===== src/rtl/rv_div_pkg.sv =====
// Shared definitions for the RV64 M-extension divider and decoder.
package rv_div_pkg;
  localparam int DIV_XLEN = 64;

  typedef enum logic [1:0] {
    ST_IDLE  = 2'd0,
    ST_CALC  = 2'd1,
    ST_FIXUP = 2'd2,
    ST_DONE  = 2'd3
  } div_state_e;
endpackage


===== src/rtl/rv_div_step.sv =====
// One restoring division iteration: shift {rem,quo} left, trial-subtract
// the divisor, keep the difference and set the quotient bit when no borrow.
module rv_div_step #(
  parameter int W = 64
) (
  input  logic [W:0]   rem_i,
  input  logic [W-1:0] quo_i,
  input  logic [W-1:0] dvs_i,
  output logic [W:0]   rem_o,
  output logic [W-1:0] quo_o
);
  logic [W+1:0] w_shift;
  logic [W+1:0] w_diff;
  logic         w_ok;

  assign w_shift = {rem_i, quo_i[W-1]};
  assign w_diff  = w_shift - {2'b00, dvs_i};
  // Top bit of the difference is the borrow of the trial subtract.
  assign w_ok    = ~w_diff[W+1];
  assign rem_o   = w_ok ? w_diff[W:0] : (W+1)'(w_shift);
  assign quo_o   = {quo_i[W-2:0], w_ok};
endmodule


===== src/rtl/rv_div.sv =====
// Iterative radix-2 restoring divider for DIV/DIVU/REM/REMU, one quotient
// bit per cycle, with RISC-V divide-by-zero and signed-overflow results.
module rv_div
  import rv_div_pkg::*;
#(
  parameter int XLEN = DIV_XLEN
) (
  input  logic            clk,
  input  logic            rstn,
  input  logic            div_start_i,
  input  logic [XLEN-1:0] div_op1_i,
  input  logic [XLEN-1:0] div_op2_i,
  input  logic            div_signed_i,
  input  logic            div_rem_i,
  output logic            div_busy_o,
  output logic            div_valid_o,
  output logic [XLEN-1:0] div_result_o
);
  localparam int CW = $clog2(XLEN + 1);

  div_state_e      r_state, w_state_nxt;
  logic [CW-1:0]   r_cnt;
  logic [XLEN:0]   r_rem;
  logic [XLEN-1:0] r_quo, r_dvs, r_op1, r_result;
  logic            r_neg_q, r_neg_r, r_rem_sel, r_dz, r_ovf;

  logic            w_op1_neg, w_op2_neg, w_dz, w_ovf;
  logic [XLEN-1:0] w_abs1, w_abs2;
  logic [XLEN:0]   w_rem_nxt;
  logic [XLEN-1:0] w_quo_nxt, w_q, w_r, w_fix;

  // Magnitudes are only taken in signed mode with the sign bit set.
  assign w_op1_neg = div_signed_i & div_op1_i[XLEN-1];
  assign w_op2_neg = div_signed_i & div_op2_i[XLEN-1];
  assign w_abs1    = w_op1_neg ? -div_op1_i : div_op1_i;
  assign w_abs2    = w_op2_neg ? -div_op2_i : div_op2_i;
  assign w_dz      = (div_op2_i == '0);
  assign w_ovf     = div_signed_i & (div_op1_i == {1'b1, {(XLEN-1){1'b0}}})
                     & (&div_op2_i);

  rv_div_step #(.W(XLEN)) u_step (
    .rem_i (r_rem),
    .quo_i (r_quo),
    .dvs_i (r_dvs),
    .rem_o (w_rem_nxt),
    .quo_o (w_quo_nxt)
  );

  // Final sign correction and special-case substitution.
  assign w_q   = r_dz  ? '1    :
                 r_ovf ? r_op1 :
                 (r_neg_q ? -r_quo : r_quo);
  assign w_r   = r_dz  ? r_op1 :
                 r_ovf ? '0    :
                 (r_neg_r ? -r_rem[XLEN-1:0] : r_rem[XLEN-1:0]);
  assign w_fix = r_rem_sel ? w_r : w_q;

  // State register.
  always_ff @(posedge clk or negedge rstn) begin
    if (!rstn) r_state <= ST_IDLE;
    else       r_state <= w_state_nxt;
  end

  // Next state and handshake outputs.
  always_comb begin
    w_state_nxt = r_state;
    div_busy_o  = 1'b1;
    div_valid_o = 1'b0;
    case (r_state)
      ST_IDLE: begin
        div_busy_o = 1'b0;
        if (div_start_i) w_state_nxt = (w_dz | w_ovf) ? ST_FIXUP : ST_CALC;
      end
      ST_CALC:  if (r_cnt == CW'(1)) w_state_nxt = ST_FIXUP;
      ST_FIXUP: w_state_nxt = ST_DONE;
      ST_DONE: begin
        div_valid_o = 1'b1;
        w_state_nxt = ST_IDLE;
      end
      default:  w_state_nxt = ST_IDLE;
    endcase
  end

  // Operand capture, iteration and result register.
  always_ff @(posedge clk or negedge rstn) begin
    if (!rstn) begin
      r_cnt     <= '0;
      r_rem     <= '0;
      r_quo     <= '0;
      r_dvs     <= '0;
      r_op1     <= '0;
      r_result  <= '0;
      r_neg_q   <= 1'b0;
      r_neg_r   <= 1'b0;
      r_rem_sel <= 1'b0;
      r_dz      <= 1'b0;
      r_ovf     <= 1'b0;
    end else begin
      case (r_state)
        ST_IDLE: if (div_start_i) begin
          r_cnt     <= CW'(XLEN);
          r_rem     <= '0;
          r_quo     <= w_abs1;
          r_dvs     <= w_abs2;
          r_op1     <= div_op1_i;
          r_neg_q   <= div_signed_i & (div_op1_i[XLEN-1] ^ div_op2_i[XLEN-1]);
          r_neg_r   <= w_op1_neg;
          r_rem_sel <= div_rem_i;
          r_dz      <= w_dz;
          r_ovf     <= w_ovf;
        end
        ST_CALC: begin
          r_rem <= w_rem_nxt;
          r_quo <= w_quo_nxt;
          r_cnt <= r_cnt - CW'(1);
        end
        ST_FIXUP: r_result <= w_fix;
        default: ;
      endcase
    end
  end

  assign div_result_o = r_result;
endmodule


===== config.mk =====
export PLATFORM = sky130hd
export DESIGN_NAME = rv_div
export DESIGN_NICKNAME = d
export VERILOG_FILES = /design/src/rtl/rv_div_pkg.sv /design/src/rtl/rv_div_step.sv /design/src/rtl/rv_div.sv
export SDC_FILE = /design/constraint.sdc
export NUM_CORES = 1
export LEC_CHECK = 0
export CAP_MARGIN = 5
export CORE_ASPECT_RATIO = 1.5
export CORE_MARGIN = 1.5
export CORE_UTILIZATION = 60
export CTS_BUF_LIST = sky130_fd_sc_hd__clkbuf_2 sky130_fd_sc_hd__clkbuf_4 sky130_fd_sc_hd__clkbuf_8
export DETAILED_ROUTE_END_ITERATION = 6
export GPL_ROUTABILITY_DRIVEN = 0
export PLACE_DENSITY = 0.82
export RECOVER_POWER = 25
export SYNTH_ARGS = -nofsm -noshare
export SYNTH_HDL_FRONTEND = slang
export SYNTH_HIERARCHICAL = 1
export SYNTH_SLANG_ARGS = --single-unit

===== constraint.sdc =====
create_clock -name clk -period 8.42 [get_ports clk]
set_input_delay 0.842 -clock clk [delete_from_list [all_inputs] [get_ports clk]]
set_output_delay 0.842 -clock clk [all_outputs]
set_load 0.01 [all_outputs]

==> impl_metrics.tcl <==
set metrics [dict create \
    nNetsFinal 3545 \
    drt_iter0_drc 3536 \
    dieHeight_um 256 \
    cts_hold_buf 0 \
    rows 92 \
    wire_per_inst_um 21.4 \
    peakVddDrop_mv 0.196 \
    via_per_inst 6.62 \
    seq_area_um2 8390 \
    grt_pass1_vias 25023 \
    drv_slew 101 \
    violations "max-capacitance violations, max-slew violations" \
    htreeDepth 2 \
    crit_path_max_incr_delay_ns 3.72 \
    critPathTopFamily "buffers and inverters" \
    layout-drive-gt1-share_pct 5.16 \
    core_um2 42100 \
    initial_utilization_pct 60.8 \
    crit_fanout 100 \
    fin_tns_setup_ns 0 \
    die_area_um2 44000 \
    synth_nets 3532 \
    ios 199 \
    holdPathStages 2 \
    min_to "r_dvs[35]$_DFFE_PN0P_" \
    mostFrequentLayoutCells "nand2_1 (634), o21ai_0 (336), dfrtp_1 (333)" \
    vias 26052 \
    period_share_pct 62.6 \
    crit_chain "clkbuf_1" \
    layout_min_cycle_time_ns 5.27 \
    worst-path-buf-inv 1 \
    hpwl_um 60600 \
    layout_commonest_cell "nand2_1" \
    post_cts_buffers 0 \
    rsz0062_at_grt "false" \
    grt_overflow 0 \
    multiInputGateArea_um2 15600 \
    cts_sinks 335 \
    antenna_found_initial 1 \
    synth_seq_area_share_pct 32.7 \
    cts_tree "built" \
    cp-end-kind "async pin" \
    final_hold_viol_count 0 \
    setup_violations 0 \
    die_x_um 172 \
    final_area_um2 28400 \
    drc 0 \
    ff2ff_path_depth 14 \
    rr_startpoint "r_rem[3]$_DFFE_PN0P_" \
    grt_use_total_pct 38.0 \
    syn2layout_area_growth_pct 10.7 \
    cp_slowest_cell "clkbuf_1" \
    worstSkewPairLatency_ns 0.64 \
    p_leak_nw 12.2 \
    ys_types 90 \
    wl_um 84200 \
    slew_headroom_pct -262 \
    maxCapViolations 1 \
    rr_endpoint "r_rem[59]$_DFFE_PN0P_" \
    skew_ns 0.0202 \
    synth_edf_count 0 \
    status "finished with violations" \
    num-fill-cells 3527 \
    synth_ff_type "dfrtp_1" \
    dpl_cell_area_um2 27300 \
    clkTransAtPathRegs_ns 0.06 \
    synth_warnings 6 \
    cts.repair.resized 0 \
    hold_start "r_dvs[35]$_DFFE_PN0P_" \
    r2r_slack_ns 3.81 \
    grt_pass1_wl_um 132000 \
    power.density_nw_per_um2 314 \
    cp.required_ns 7.84 \
    hold_path.class "flop to flop" \
    root_buffer "clkbuf_8" \
    cts_buffers 51 \
    synthCells 3323 \
    cp_data_arrival_time_ns 4.69 \
    io_buffers 198 \
    ctsLongestPathBuffers 3 \
    grt_max_degree 181 \
    antenna_left 0 \
    synth.avg_cell_area_um2 7.71 \
    worst-setup-path-type "primary input to async pin" \
    ys_ff_latch 335 \
    tightest_slew_ns 5.43 \
    synthArstFlopShare_pct 100 \
    syn_area_um2 25600 \
    timing.fmax_mhz 190 \
    start_kind "primary input" \
    drtPass1Iterations 7 \
]
[area by class of cell]
cell class                      instances  share of cell area, %
Tap cell                              564                   2.49
Sequential cell                       335                   29.5
Clock buffer                           77                   3.47
Timing Repair Buffer                  226                   7.75
Multi-Input combinational cell       2621                   55.0
Inverter                              101                   1.34
Antenna cell                            1                0.00882
Clock inverter                         13                  0.370
[where the power goes]
part / switching (mW) / internal (mW)
clock network: 0.688 / 0.777
registers: 0.637 / 2.25
logic: 2.85 / 1.71
total: 4.17 / 4.74
[sequential cells by signal (all words and copies together) (netlist names), 2 cells and up]
signal	cells
r_dvs	64
r_quo	64
r_state	2
r_rem	65
r_cnt	7
r_op1	64
div_result_o	64
[metrics by stage]
stage	util, %	hold WS, ns	instances	power [mW]	setup WS, ns
global route	67.4	0.500	3938	9.43	1.96
CTS	67.4	0.234	3937	8.77	3.92
global placement	64.8	0.454	3847	7.09	4.07
floorplan	-	0.440	3323	5.90	5.01
finish	67.4	0.480	3938	8.91	3.15
detailed placement	64.8	0.464	3847	7.29	3.94
[routing by layer]
metal / global-route usage [%] / part of all wire, % / up-vias
met4: 26.0 / 7.6 / 0
met5: 0 / 0 / -
met1: 45.7 / 36 / 12131
met2: 61.1 / 46 / 1718
li1: - / - / 11783
met3: 7.14 / 9.9 / 420
[Yosys cell counts (13+ instances only)]
cell type  count  share of area (%)
inv_1         96                1.4
o21ai_0      337                6.6
nor4_1        31               0.76
nor2_1       196                2.9
buf_1         21               0.31
buf_2         21               0.41
or3_1         42                1.0
a21oi_1      234                4.6
xor2_1       121                4.1
and2_1        14               0.34
nand2_1      636                9.3
clkbuf_1     151                2.2
o21ai_1       13               0.25
o31ai_1       49                1.4
ha_1          75                3.7
a211oi_1      27               0.79
buf_4         72                2.1
xnor2_1      181                6.2
a221oi_1      30                1.0
nand4_1       40               0.98
mux2i_1       13               0.51
nand2b_1      22               0.54
o22ai_1       46                1.1
a21o_1        31               0.91
dfrtp_1      335                 33
or4_1         29               0.85
nor3_1        51                1.0
nor2b_1       13               0.32
nand3_1      119                2.3
and3_1        16               0.39
o41ai_1       38                1.3
a31oi_1       35               0.85
[how the worst max path moves through the flow]
stage | start | endpoint | slack [ns] | depth (start not counted)
final | rstn | r_rem[45]$_DFFE_PN0P_ | 3.15 | 1
after global routing | rstn | r_rem[39]$_DFFE_PN0P_ | 1.96 | 1
after CTS | r_rem[3]$_DFFE_PN0P_ | r_rem[59]$_DFFE_PN0P_ | 3.92 | 14
after detailed placement | r_rem[3]$_DFFE_PN0P_ | r_rem[59]$_DFFE_PN0P_ | 3.94 | 14
after global placement | r_rem[3]$_DFFE_PN0P_ | r_rem[59]$_DFFE_PN0P_ | 4.07 | 14
after floorplan | r_rem[3]$_DFFE_PN0P_ | r_rem[59]$_DFFE_PN0P_ | 5.01 | 14
[kinds of logic (layout without fill, tap and decap cells)]
group                      Yosys count  after routing  synth area share, %
buffers and inverters              367            417                 6.56
adders and majority gates           76             76                 3.74
DFF                                335            335                 32.7
other                                0              1                    0
and+or+nand+nor                   1271           1271                 23.1
xor gates and xnor gates           302            302                 10.3
muxes                               18             18                0.727
AOI/OAI and AO/OA                  954            954                 22.9
Power figures use the tool's default switching activity.
